$ cat src/rtl/input_pkg.sv
`default_nettype none
// +--------------------------------------------------------------------+
// | input_pkg : keycodes, FSM states and step decode for player input  |
// | Rev 1.0                                                            |
// +--------------------------------------------------------------------+
package input_pkg;

   localparam logic [15:0] KEY_W   = 16'h001A;
   localparam logic [15:0] KEY_A   = 16'h0004;
   localparam logic [15:0] KEY_S   = 16'h0016;
   localparam logic [15:0] KEY_D   = 16'h0007;
   localparam logic [15:0] KEY_ESC = 16'h0029;
   localparam logic [15:0] KEY_WA  = 16'h1A04;
   localparam logic [15:0] KEY_AS  = 16'h0416;
   localparam logic [15:0] KEY_SD  = 16'h1607;
   localparam logic [15:0] KEY_DW  = 16'h071A;

   typedef enum logic [1:0] {
      PLAY = 2'd0,
      WAIT = 2'd1,
      MENU = 2'd2
   } state_t;

   // Both fields are 4-bit two's complement; negative dy is up.
   typedef struct packed {
      logic [3:0] dx;
      logic [3:0] dy;
   } dir_t;

   function automatic dir_t decode_key(input logic [15:0] key, input logic [3:0] step);
      dir_t       d;
      logic [3:0] neg;
      neg  = 4'd0 - step;
      d.dx = 4'd0;
      d.dy = 4'd0;
      case (key)
         KEY_WA:  begin d.dx = neg;  d.dy = neg;  end
         KEY_AS:  begin d.dx = neg;  d.dy = step; end
         KEY_SD:  begin d.dx = step; d.dy = step; end
         KEY_DW:  begin d.dx = step; d.dy = neg;  end
         KEY_A:   d.dx = neg;
         KEY_D:   d.dx = step;
         KEY_S:   d.dy = step;
         KEY_W:   d.dy = neg;
         default: ;
      endcase
      return d;
   endfunction

endpackage
`default_nettype wire

$ cat src/rtl/player_input_ctrl_if.sv
`default_nettype none
// +--------------------------------------------------------------------+
// | player_input_ctrl_if : frame/key inputs and move/menu outputs      |
// | Rev 1.0                                                            |
// +--------------------------------------------------------------------+
interface player_input_ctrl_if;
   logic        frame_tick;
   logic [15:0] keycode;
   logic        game_active;
   logic        move_ready;
   logic        move_valid;
   logic [3:0]  move_dx;
   logic [3:0]  move_dy;
   logic        menu_open;
   logic        menu_toggle;
   logic        overrun;

   modport master (
      input  frame_tick, keycode, game_active, move_ready,
      output move_valid, move_dx, move_dy, menu_open, menu_toggle, overrun
   );

   modport slave (
      output frame_tick, keycode, game_active, move_ready,
      input  move_valid, move_dx, move_dy, menu_open, menu_toggle, overrun
   );
endinterface
`default_nettype wire

$ cat src/rtl/esc_arm_counter.sv
`default_nettype none
// +--------------------------------------------------------------------+
// | esc_arm_counter : counts ESC-free frames, armed once saturated     |
// | Rev 1.0                                                            |
// +--------------------------------------------------------------------+
module esc_arm_counter #(
   parameter int ESC_RELEASE_FRAMES = 3
) (
   input  logic clk,
   input  logic rst,
   input  logic tick,
   input  logic esc_seen,
   output logic armed
);

   localparam logic [3:0] ARM_MAX = 4'(ESC_RELEASE_FRAMES);

   logic [3:0] count;

   always_ff @(posedge clk or posedge rst) begin
      if (rst) begin
         count <= 4'd0;
      end else if (tick) begin
         if (esc_seen)
            count <= 4'd0;
         else if (count != ARM_MAX)
            count <= count + 4'd1;
      end
   end

   // Reflects the count before this tick's update, so an ESC tick sees
   // whether the preceding frames were ESC-free.
   assign armed = (count == ARM_MAX);

endmodule
`default_nettype wire

$ cat src/rtl/player_input_ctrl.sv
`default_nettype none
// +--------------------------------------------------------------------+
// | player_input_ctrl : per-frame keycode to move requests and menu    |
// | Rev 1.0                                                            |
// +--------------------------------------------------------------------+
module player_input_ctrl
   import input_pkg::*;
#(
   parameter int STEP               = 1,
   parameter int ESC_RELEASE_FRAMES = 3
) (
   input  logic               clk,
   input  logic               rst,
   player_input_ctrl_if.master bus
);

   localparam logic [3:0] STEP_W = 4'(STEP);

   state_t     state, state_n;
   logic       valid_q, valid_n;
   logic [3:0] dx_q, dx_n;
   logic [3:0] dy_q, dy_n;
   logic       menu_q, menu_n;
   logic       toggle_q, toggle_n;
   logic       overrun_q, overrun_n;

   logic       esc_seen;
   logic       armed;
   logic       dir_valid;
   dir_t       dir;

   assign esc_seen  = (bus.keycode == KEY_ESC);
   assign dir       = decode_key(bus.keycode, STEP_W);
   assign dir_valid = (dir.dx != 4'd0) || (dir.dy != 4'd0);

   esc_arm_counter #(
      .ESC_RELEASE_FRAMES(ESC_RELEASE_FRAMES)
   ) u_esc_arm (
      .clk      (clk),
      .rst      (rst),
      .tick     (bus.frame_tick),
      .esc_seen (esc_seen),
      .armed    (armed)
   );

   always_ff @(posedge clk or posedge rst) begin
      if (rst) begin
         state     <= PLAY;
         valid_q   <= 1'b0;
         dx_q      <= 4'd0;
         dy_q      <= 4'd0;
         menu_q    <= 1'b0;
         toggle_q  <= 1'b0;
         overrun_q <= 1'b0;
      end else begin
         state     <= state_n;
         valid_q   <= valid_n;
         dx_q      <= dx_n;
         dy_q      <= dy_n;
         menu_q    <= menu_n;
         toggle_q  <= toggle_n;
         overrun_q <= overrun_n;
      end
   end

   always_comb begin
      state_n   = state;
      valid_n   = valid_q;
      dx_n      = dx_q;
      dy_n      = dy_q;
      menu_n    = menu_q;
      toggle_n  = 1'b0;
      overrun_n = overrun_q;
      case (state)
         PLAY: begin
            if (bus.frame_tick) begin
               if (esc_seen && armed) begin
                  toggle_n = 1'b1;
                  menu_n   = 1'b1;
                  state_n  = MENU;
               end else if (dir_valid && bus.game_active) begin
                  dx_n    = dir.dx;
                  dy_n    = dir.dy;
                  valid_n = 1'b1;
                  state_n = WAIT;
               end
            end
         end
         WAIT: begin
            // The pending move owns this frame; its tick is dropped.
            if (bus.frame_tick)
               overrun_n = 1'b1;
            if (bus.move_ready) begin
               valid_n = 1'b0;
               state_n = PLAY;
            end
         end
         MENU: begin
            if (bus.frame_tick && esc_seen && armed) begin
               toggle_n = 1'b1;
               menu_n   = 1'b0;
               state_n  = PLAY;
            end
         end
         default: state_n = PLAY;
      endcase
   end

   assign bus.move_valid  = valid_q;
   assign bus.move_dx     = dx_q;
   assign bus.move_dy     = dy_q;
   assign bus.menu_open   = menu_q;
   assign bus.menu_toggle = toggle_q;
   assign bus.overrun     = overrun_q;

endmodule
`default_nettype wire

$ cat src/flat_wrapper.sv
// flat-port wrapper written by rule: the top's interface ports become plain ports
module player_input_ctrl_flat import input_pkg::*;
#(
   parameter int STEP               = 1,
   parameter int ESC_RELEASE_FRAMES = 3
)
  (clk, rst, bus_frame_tick, bus_keycode, bus_game_active, bus_move_ready, bus_move_valid, bus_move_dx, bus_move_dy, bus_menu_open, bus_menu_toggle, bus_overrun);
  player_input_ctrl_if bus_i ();
  input  logic clk;
  input  logic rst;
  input wire logic [$bits(bus_i.frame_tick)-1:0] bus_frame_tick;
  input wire logic [$bits(bus_i.keycode)-1:0] bus_keycode;
  input wire logic [$bits(bus_i.game_active)-1:0] bus_game_active;
  input wire logic [$bits(bus_i.move_ready)-1:0] bus_move_ready;
  output wire logic [$bits(bus_i.move_valid)-1:0] bus_move_valid;
  output wire logic [$bits(bus_i.move_dx)-1:0] bus_move_dx;
  output wire logic [$bits(bus_i.move_dy)-1:0] bus_move_dy;
  output wire logic [$bits(bus_i.menu_open)-1:0] bus_menu_open;
  output wire logic [$bits(bus_i.menu_toggle)-1:0] bus_menu_toggle;
  output wire logic [$bits(bus_i.overrun)-1:0] bus_overrun;
  assign bus_i.frame_tick = bus_frame_tick;
  assign bus_i.keycode = bus_keycode;
  assign bus_i.game_active = bus_game_active;
  assign bus_i.move_ready = bus_move_ready;
  assign bus_move_valid = bus_i.move_valid;
  assign bus_move_dx = bus_i.move_dx;
  assign bus_move_dy = bus_i.move_dy;
  assign bus_menu_open = bus_i.menu_open;
  assign bus_menu_toggle = bus_i.menu_toggle;
  assign bus_overrun = bus_i.overrun;
  player_input_ctrl #(.STEP(STEP), .ESC_RELEASE_FRAMES(ESC_RELEASE_FRAMES)) u_core (.clk(clk), .rst(rst), .bus(bus_i));
endmodule
$ cat config.mk
export PLATFORM = sky130hd
export DESIGN_NAME = player_input_ctrl_flat
export DESIGN_NICKNAME = d
export VERILOG_FILES = /design/src/rtl/input_pkg.sv /design/src/rtl/player_input_ctrl_if.sv /design/src/rtl/esc_arm_counter.sv /design/src/rtl/player_input_ctrl.sv /design/src/flat_wrapper.sv
export SDC_FILE = /design/constraint.sdc
export NUM_CORES = 1
export LEC_CHECK = 0
export BUFFER_PORTS_ARGS = -buffer_cell sky130_fd_sc_hd__clkbuf_2
export CORE_MARGIN = 2
export CORE_UTILIZATION = 52
export CTS_BUF_LIST = sky130_fd_sc_hd__clkbuf_4 sky130_fd_sc_hd__clkbuf_8 sky130_fd_sc_hd__clkbuf_16
export DETAILED_ROUTE_END_ITERATION = 10
export PLACE_DENSITY = 0.82
export SLEW_MARGIN = 20
export SYNTH_ARGS = -nofsm -noshare
export SYNTH_HDL_FRONTEND = slang
export SYNTH_HIERARCHICAL = 1
export SYNTH_SLANG_ARGS = --single-unit
$ cat constraint.sdc
create_clock -name clk -period 3.3 [get_ports clk]
set_clock_uncertainty 0.15 [all_clocks]
set_input_delay 0.66 -clock clk [delete_from_list [all_inputs] [get_ports clk]]
set_output_delay 0.66 -clock clk [all_outputs]
set_load 0.005 [all_outputs]
==> results of run 1 <==
## layout make-up
| cell class | count | area share (%) |
|---|---|---|
| Inverter | 7 | 2.26 |
| Sequential cell | 14 | 30.1 |
| Tap cell | 25 | 2.69 |
| Multi-Input combinational cell | 73 | 48.1 |
| Clock buffer | 4 | 3.12 |
| Timing Repair Buffer | 32 | 13.8 |
## Yosys cell counts, types with 4 or more instances
| cell | number |
|---|---|
| a21o_1 | 4 |
| buf_4 | 4 |
| dfrtp_1 | 14 |
| inv_1 | 7 |
| nand2_1 | 6 |
| nand3_1 | 4 |
| nand4_1 | 4 |
| nor2_1 | 9 |
| o21ai_0 | 5 |
## metrics by stage
step | utilization (%) | total power, W | hold WS (ns) | setup WS [ns]
global placement | 64.6 | 0.000334 | 0.288 | 1.06
CTS | 66.7 | 0.000465 | 0.0924 | 1.28
detailed placement | 64.6 | 0.000341 | 0.316 | 0.985
finish | 66.7 | 0.000467 | 0.0882 | 1.28
floorplan | - | 0.000299 | 0.276 | 1.25
global route | 66.7 | 0.000491 | 0.103 | 1.18
## power groups by stage
stage	Clock [W]	Sequential [W]	Combinational [W]
after floorplan	0	0.000225	0.0000743
after global placement	0	0.000230	0.000104
after global routing	0.000132	0.000236	0.000123
after CTS	0.000120	0.000233	0.000112
after detailed placement	0	0.000232	0.000109
final	0.000120	0.000234	0.000113
## registers in the layout (all words and copies together), names as in the netlist
register and flops:
u_core/bus.menu_toggle 1, u_core/state 2, u_core/u_esc_arm/count 4, u_core/bus.move_dy 2, u_core/bus.move_dx 2, u_core/bus.move_valid 1
u_core/bus.menu_open 1, u_core/bus.overrun 1
## layout by cell type (no fill, tap or decap), drive strengths merged, types with 3 or more instances in the layout
| cell type | synthesis | routed |
|---|---|---|
| nor2 | 9 | 9 |
| nor4b | 3 | 3 |
| clkbuf | 0 | 36 |
| o21ai | 7 | 7 |
| a22o | 4 | 4 |
| a21o | 4 | 4 |
| nand4 | 5 | 5 |
| inv | 7 | 7 |
| nand3 | 4 | 4 |
| nand2 | 7 | 7 |
| and3 | 3 | 3 |
| nand2b | 3 | 3 |
| dfrtp | 14 | 14 |
## worst min-delay path by stage
stage	startpoint	end	slack, ns
after floorplan	rst	u_core/u_esc_arm/count[0]	0.28
after global placement	u_core/bus.overrun	u_core/bus.overrun	0.29
after detailed placement	u_core/bus.overrun	u_core/bus.overrun	0.32
after CTS	rst	u_core/u_esc_arm/count[2]	0.09
after global routing	rst	u_core/u_esc_arm/count[3]	0.10
final	rst	u_core/u_esc_arm/count[3]	0.09
## logic make-up (layout without fill, tap and decap cells)
| kind of cell | Yosys count | count (layout) | synth area share [%] |
|---|---|---|---|
| AO/OA/AOI/OAI | 21 | 21 | 17.7 |
| AND/OR/NAND/NOR | 47 | 47 | 33.8 |
| buffers and inverters | 11 | 43 | 5.83 |
| multiplexers | 3 | 3 | 4.15 |
| XOR/XNOR | 1 | 1 | 0.907 |
| flip-flops | 14 | 14 | 36.3 |
| adder cells (fa/ha/maj) | 1 | 1 | 1.30 |
## layer usage
layer	wire, um	GRT usage, %
met1	846	23.8
met2	1140	41.6
met3	122	3.08
met4	85	16.1
met5	0	0
==> results.md, run 1 <==
| Stage | Item | Value |
| --- | --- | --- |
| detailed routing | Number of remaining DRC errors | 0 |
| global route | Remaining global-route overflow | 0 |
| timing | Final critical path time including I/O delays and setup | 2.02 ns |
| critical path | Worst path slowest cell | nor4b_2 |
| worst hold path | Class of the most critical hold timing path | in2async |
| timing | Worst Tran Pin Value | 0.369 ns |
| critical path | Highest cell delay on the worst timing path | 0.37 ns |
| critical path | Setup slack, reg-to-reg | 1.55 ns |
| yosys | Share of Yosys cell area claimed by the top area cell type | 36.3% |
| critical path | Top cell family by delay on the critical path | simple AND/OR/NAND/NOR gates |
| critical path | Worst reg2reg endpoint | u_core/bus.move_dx[0] |
| global route | First-pass GRT wire length | 3460 um |
| critical path | Worst Path Class, Setup | in2reg |
| power and ir drop | Reported leakage power | 0.578 nW |
| critical path | Number of logic stages on the critical path including buffering | 7 |
| placed design | Count of buffers from port buffering | 32 |
| timing | # setup viols final | 0 |
| global route | Via count of the first global-routing pass | 862 |
| critical path | Critical Path Sink Type | register |
| placed design | Global placement routability congestion | 0.801 |
| power and ir drop | Switching power | 0.000146 W |
| yosys | Count of state elements after synthesis | 14 |
| layout | Footprint of the multi-input gates | 559 sq um |
| yosys | Async set or reset register ratio after synthesis | 100% |
| detailed routing | DR vias | 878 |
| floorplan | Die boundary width | 47.1 um |
| floorplan | Initial cell density of the core | 55.3% |
| clock tree | Clock-pin slew reported for the worst setup and hold paths after clock tree synthesis | 0.08 ns |
| clock tree | CTS max path bufs | 2 |
| timing | Unrepaired setup endpoints after global routing | false |
| yosys | Share of synthesized area occupied by flip-flops and latches | 36.3% |
| power and ir drop | Clock network fraction of total power | 25.7% |
| power and ir drop | Internal power | 0.000321 W |
| yosys | Mean post-synth cell area | 9.86 sq um |
| yosys | Synthesized netlist cell count | 98 |
| detailed routing | Length of the first detailed-routing pass in iterations | 4 |
| yosys | Prevailing post-synth register cell | dfrtp_1 |
| yosys | Total nets after synthesis | 120 |
| clock tree | Cell at the root of the clock tree | clkbuf_4 |
| floorplan | Boundary pin count | 33 |
| placed design | Cell area after placement | 1130 sq um |
| layout | Final non-filler cell total | 155 |
| detailed routing | Routed length per placed instance | 14.1 um |
| power and ir drop | Comb power frac | 24.2% |
| clock tree | Clock latency of the later-clocked register in the worst-skew pair | 0.28 ns |
| clock tree | Num CTS Buffers | 3 |
| layout | Filler instances | 151 |
| critical path | Startpoint of the lowest-slack register-to-register path | u_core/u_esc_arm/count[0] |
| critical path | Ordered list of cells on the worst path | clkbuf_2, nor4b_2, nand4_1, o2bb2a_4, nand2_2, nand2_1, a22o_1 |
| yosys | EDFF count, synth | 0 |
| critical path | Data required time of the critical path | 3.31 ns |
| critical path | CP Buf/Inv Count | 1 |
| detailed routing | Via density per instance | 5.66 |
| layout | Total inserted antenna cells | 0 |
| critical path | Crit-path max FO | 4 |
| global route | Initial antenna violation count | 0 |
| timing | Total Neg Setup Slack | 0 ns |
| clock tree | Number of buffers inserted to repair setup after CTS | 0 |
| detailed routing | Detailed router's first-iteration violation count | 12 |
| layout | Relative area change from synthesis to final layout | 20.5% |
| clock tree | Clk sinks | 14 |
| timing | Number of max-slew violations in the final report | 0 |
| critical path | Last element of the critical path | u_core/bus.move_dx[0] |
| detailed routing | Routed wire length | 2190 um |
| yosys | Biggest area consumer among synthesized cells | dfrtp_1 |
| clock tree | CTS tree | done |
| yosys | Unique masters post-synth | 39 |
| critical path | Crit. Startpoint | bus_keycode[7] |
| clock tree | Number of buffers inserted for hold repair after clock tree synthesis | 0 |
| power and ir drop | Net switching fraction of the power | 31.2% |
| clock tree | Resize count post-CTS | 0 |
| layout | Sequential standard cell area | 350 sq um |
| yosys | Combined area of all synthesized cells | 966 sq um |
| global route | Total track usage | 22.9% |
| floorplan | Die footprint | 2220 sq um |
| critical path | Worst endpoint data arrival time | 2.04 ns |
| job | Number of maximum-capacitance constraint violations | 0 |
| layout | Final Instance Area | 1160 sq um |
| yosys | Count of warnings emitted by yosys | 6 |
| power and ir drop | Share of power burned in registers | 50.1% |
| critical path | Worst setup SP type | input pin |
| timing | FMAX | 494 MHz |
| detailed routing | Antenna Nets Post-Route | 0 |
| placed design | HPWL after detailed placement | 1730 um |
| clock tree | Total number of H-tree levels | 1 |
| floorplan | Area of the placeable core | 1750 sq um |
| placed design | Number of placed cells counting well taps | 151 |
| timing | Worst slew margin relative to its limit | 75.4% |
| layout | Share of final-layout standard cells stronger than drive strength 1 | 38.5% |
| power and ir drop | Pwr Density | 401 nW/um^2 |
| floorplan | Number of standard-cell rows in the floorplan | 15 |
| timing | Tcrit/Tclk final | 61.3% |
| run status | Outcome | completed |
| global route | Largest net degree at the start of global routing | 11 |
| layout | Final layout net count | 153 |
| timing | Final hold violations | 0 |
| floorplan | Die Y | 47.1 um |
| yosys | Top cells by area in the synthesized netlist | dfrtp_1 (36%), nor4b_2 (4.7%), nor2_1 (3.5%) |
| critical path | R2r worst-path depth | 5 |
| power and ir drop | Peak supply drop | 0.229 mV |
No activity file was read; power rests on OpenSTA's default activity.
==> run 2, diff against run 1 <==
--- a/config.mk
+++ b/config.mk
@@ -7,10 +7,10 @@
 export LEC_CHECK = 0
 export BUFFER_PORTS_ARGS = -buffer_cell sky130_fd_sc_hd__clkbuf_2
 export CORE_MARGIN = 2
-export CORE_UTILIZATION = 52
+export CORE_UTILIZATION = 44
 export CTS_BUF_LIST = sky130_fd_sc_hd__clkbuf_4 sky130_fd_sc_hd__clkbuf_8 sky130_fd_sc_hd__clkbuf_16
 export DETAILED_ROUTE_END_ITERATION = 10
-export PLACE_DENSITY = 0.82
+export PLACE_DENSITY = 0.74
 export SLEW_MARGIN = 20
 export SYNTH_ARGS = -nofsm -noshare
 export SYNTH_HDL_FRONTEND = slang
==> constraint.sdc (replaced) <==
create_clock -name clk -period 1.8 [get_ports clk]
set_clock_uncertainty 0.15 [all_clocks]
set_input_delay 0.36 -clock clk [delete_from_list [all_inputs] [get_ports clk]]
set_output_delay 0.36 -clock clk [all_outputs]
set_load 0.005 [all_outputs]
==> run 2 against run 1 <==
Effect of this change: sequential share of layout area down 1.9 points; setup slack worse by 1.2 ns; worst hold slack better by 0.048 ns; routed wire length down 9.4%; critical path type unchanged; critical endpoint is now u_core/u_esc_arm/count[0]; largest power group unchanged.
==> results.md, run 2 (synthesized netlist as in run 1, its figures left out) <==
| Stage | Item | Value | vs previous |
| --- | --- | --- | --- |
| placed design | HPWL after detailed placement | 1620 um | was 1730 um |
| layout | Sequential standard cell area | 350 sq um | unchanged |
| clock tree | Cell at the root of the clock tree | clkbuf_4 | unchanged |
| placed design | Post-Place Worst Slack | -0.164 ns | was 0.985 ns |
| critical path | Worst setup SP type | input pin | unchanged |
| floorplan | Initial cell density of the core | 47.8% | was 55.3% |
| timing | FMAX | 592 MHz |  |
| critical path | Worst endpoint data arrival time | 1.70 ns | was 2.04 ns |
| detailed routing | Routed wire length | 1990 um | was 2190 um |
| global route | Initial antenna violation count | 0 | unchanged |
| critical path | Data required time of the critical path | 1.82 ns | was 3.31 ns |
| detailed routing | DR vias | 851 | was 878 |
| global route | Largest net degree at the start of global routing | 11 | unchanged |
| power and ir drop | Reported leakage power | 0.626 nW | was 0.578 nW |
| clock tree | Number of buffers inserted to repair setup after CTS | 0 | unchanged |
| timing | Worst slew margin relative to its limit | 73.8% | was 75.4% |
| detailed routing | Routed length per placed instance | 11.9 um | was 14.1 um |
| clock tree | Num CTS Buffers | 3 | unchanged |
| power and ir drop | Total power of the final layout | 0.000849 W | was 0.000467 W |
| layout | Final layout net count | 163 | was 153 |
| floorplan | Number of standard-cell rows in the floorplan | 16 | was 15 |
| worst hold path | Class of the most critical hold timing path | in2reg | was in2async |
| layout | Share of final-layout standard cells stronger than drive strength 1 | 42.1% | was 38.5% |
| clock tree | CTS tree | done | unchanged |
| critical path | Worst Path Class, Setup | in2reg | unchanged |
| critical path | Crit-path max FO | 6 | was 4 |
| layout | Leading cell type in the layout, fill and taps excluded | clkbuf_2 | unchanged |
| layout | Total inserted antenna cells | 0 | unchanged |
| timing | # setup viols final | 0 | unchanged |
| detailed routing | Length of the first detailed-routing pass in iterations | 4 | unchanged |
| clock tree | Clock-pin slew reported for the worst setup and hold paths after clock tree synthesis | 0.09 ns | was 0.08 ns |
| placed design | Cell area after placement | 1200 sq um | was 1130 sq um |
| detailed routing | Number of remaining DRC errors | 0 | unchanged |
| clock tree | Clock latency of the later-clocked register in the worst-skew pair | 0.27 ns | was 0.28 ns |
| clock tree | Clk sinks | 14 | unchanged |
| global route | Total track usage | 17.3% | was 22.9% |
| layout | Number of flip-flops under the largest register name | 4 | unchanged |
| placed design | Global placement routability congestion | 0.800 | was 0.801 |
| clock tree | CTS max path bufs | 2 | unchanged |
| timing | Worst Tran Pin Value | 0.393 ns | was 0.369 ns |
| floorplan | Die footprint | 2590 sq um | was 2220 sq um |
| timing | Final critical path time including I/O delays and setup | 1.69 ns |  |
| job | Number of maximum-capacitance constraint violations | 0 | unchanged |
| floorplan | Die Y | 50.9 um | was 47.1 um |
| clock tree | Total number of H-tree levels | 1 | unchanged |
| layout | Final Instance Area | 1240 sq um | was 1160 sq um |
| detailed routing | Detailed router's first-iteration violation count | 14 | was 12 |
| floorplan | Boundary pin count | 33 | unchanged |
| global route | Remaining global-route overflow | 0 | unchanged |
| detailed routing | Antenna Nets Post-Route | 0 | unchanged |
| global route | First-pass GRT wire length | 3430 um | was 3460 um |
| critical path | Critical Path Sink Type | register | unchanged |
| placed design | Count of buffers from port buffering | 32 | unchanged |
| timing | Number of max-slew violations in the final report | 0 | unchanged |
| power and ir drop | Pwr Density | 683 nW/um^2 | was 401 nW/um^2 |
| layout | Register ranked first by flip-flop count | u_core/u_esc_arm/count | unchanged |
| global route | Via count of the first global-routing pass | 845 | was 862 |
| layout | Relative area change from synthesis to final layout | 28.8% | was 20.5% |
| layout | Footprint of the multi-input gates | 559 sq um | unchanged |
| timing | Final hold violations | 0 | unchanged |
| run status | Outcome | completed | unchanged |
| timing | Tcrit/Tclk final | 93.8% |  |
| floorplan | Die boundary width | 50.9 um | was 47.1 um |
| layout | Filler instances | 189 | was 151 |
| detailed routing | Via density per instance | 5.10 | was 5.66 |
| layout | Leading cell types in the layout, fill and taps excluded | clkbuf_2 (32), dfrtp_1 (14), nor2_1 (9), buf_4 (9), inv_1 (7) | was clkbuf_2 (32), dfrtp_1 (14), nor2_1 (9) |
| power and ir drop | Peak supply drop | 0.366 mV | was 0.229 mV |
| timing | Setup WS post-layout | 0.112 ns | was 1.28 ns |
| timing | Unrepaired setup endpoints after global routing | false | unchanged |
| floorplan | Area of the placeable core | 2020 sq um | was 1750 sq um |
==> run 2: changes by cell type in the layout (fill, tap and decap cells not counted), sizes merged <==
| cell | previous run | this run |
|---|---|---|
| buf | 0 | 9 |
| dlygate4sd3 | 0 | 1 |
==> run 2: final timing paths <==
check / startpoint / endpoint / slack, ns / cells past startpoint
worst max-delay path: bus_keycode[7] / u_core/u_esc_arm/count[0] / 0.11 / 7
worst min-delay path: bus_move_ready / u_core/bus.move_valid / 0.14 / 2
worst max register to register: u_core/u_esc_arm/count[0] / u_core/bus.move_dx[2] / 0.11 / 5
worst min register to register: u_core/state[0] / u_core/state[1] / 0.33 / 1
max in group asynchronous: rst / u_core/bus.menu_toggle / 0.78 / 3
min in group asynchronous: rst / u_core/u_esc_arm/count[2] / 0.35 / 3
==> run 2: layer usage <==
metal  track usage [%]  part of all wire [%]  wire length [um]  up-vias
met5                 0                     0                 0        -
met1              21.7                    46               922      376
met2              29.8                    47               935       31
met3              2.05                   5.5               109        2
li1                  -                     -                 -      442
met4              8.11                  0.96                19        0
==> run 2: power breakdown <==
group          switching, W  internal (W)  leakage [nW]  total [W]
sequential        0.0000567      0.000359         0.173   0.000416
clock              0.000101      0.000123        0.0210   0.000224
combinational     0.0000916      0.000118         0.432   0.000209
==> run 2: stage by stage <==
| stage | hold WS, ns | setup TNS, ns | util, % | instances |
|---|---|---|---|---|
| 2_1_floorplan | -0.0239 | 0 | - | 98 |
| 3_3_place_gp | 0.0965 | -0.777 | 59.2 | 162 |
| 3_5_place_dp | 0.103 | -0.959 | 59.2 | 162 |
| 4_1_cts | 0.129 | 0 | 61.5 | 167 |
| 5_1_grt | 0.135 | 0 | 61.5 | 167 |
| 6_report | 0.136 | 0 | 61.5 | 167 |
==> run 2: repair_timing <==
action	CTS	global route
endpoints found under the hold margin	14	0
hold buffers	1	0
gates resized for setup	0	0
==> run 2: layout make-up <==
class	count	share of cell area, %
clock buffers	4	2.92
multi-input cells	73	45.0
well taps	27	2.72
repair buffers	42	19.1
flip-flops and latches	14	28.2
inverters	7	2.11
==> run 2: worst max-delay path, cell delays in order <==
cell and delay [ns]:
clkbuf_2 0.10, nor4b_2 0.33, and4_1 0.26, and2_4 0.19, nand2b_1 0.13, nor2_1 0.06, mux2_4 0.28
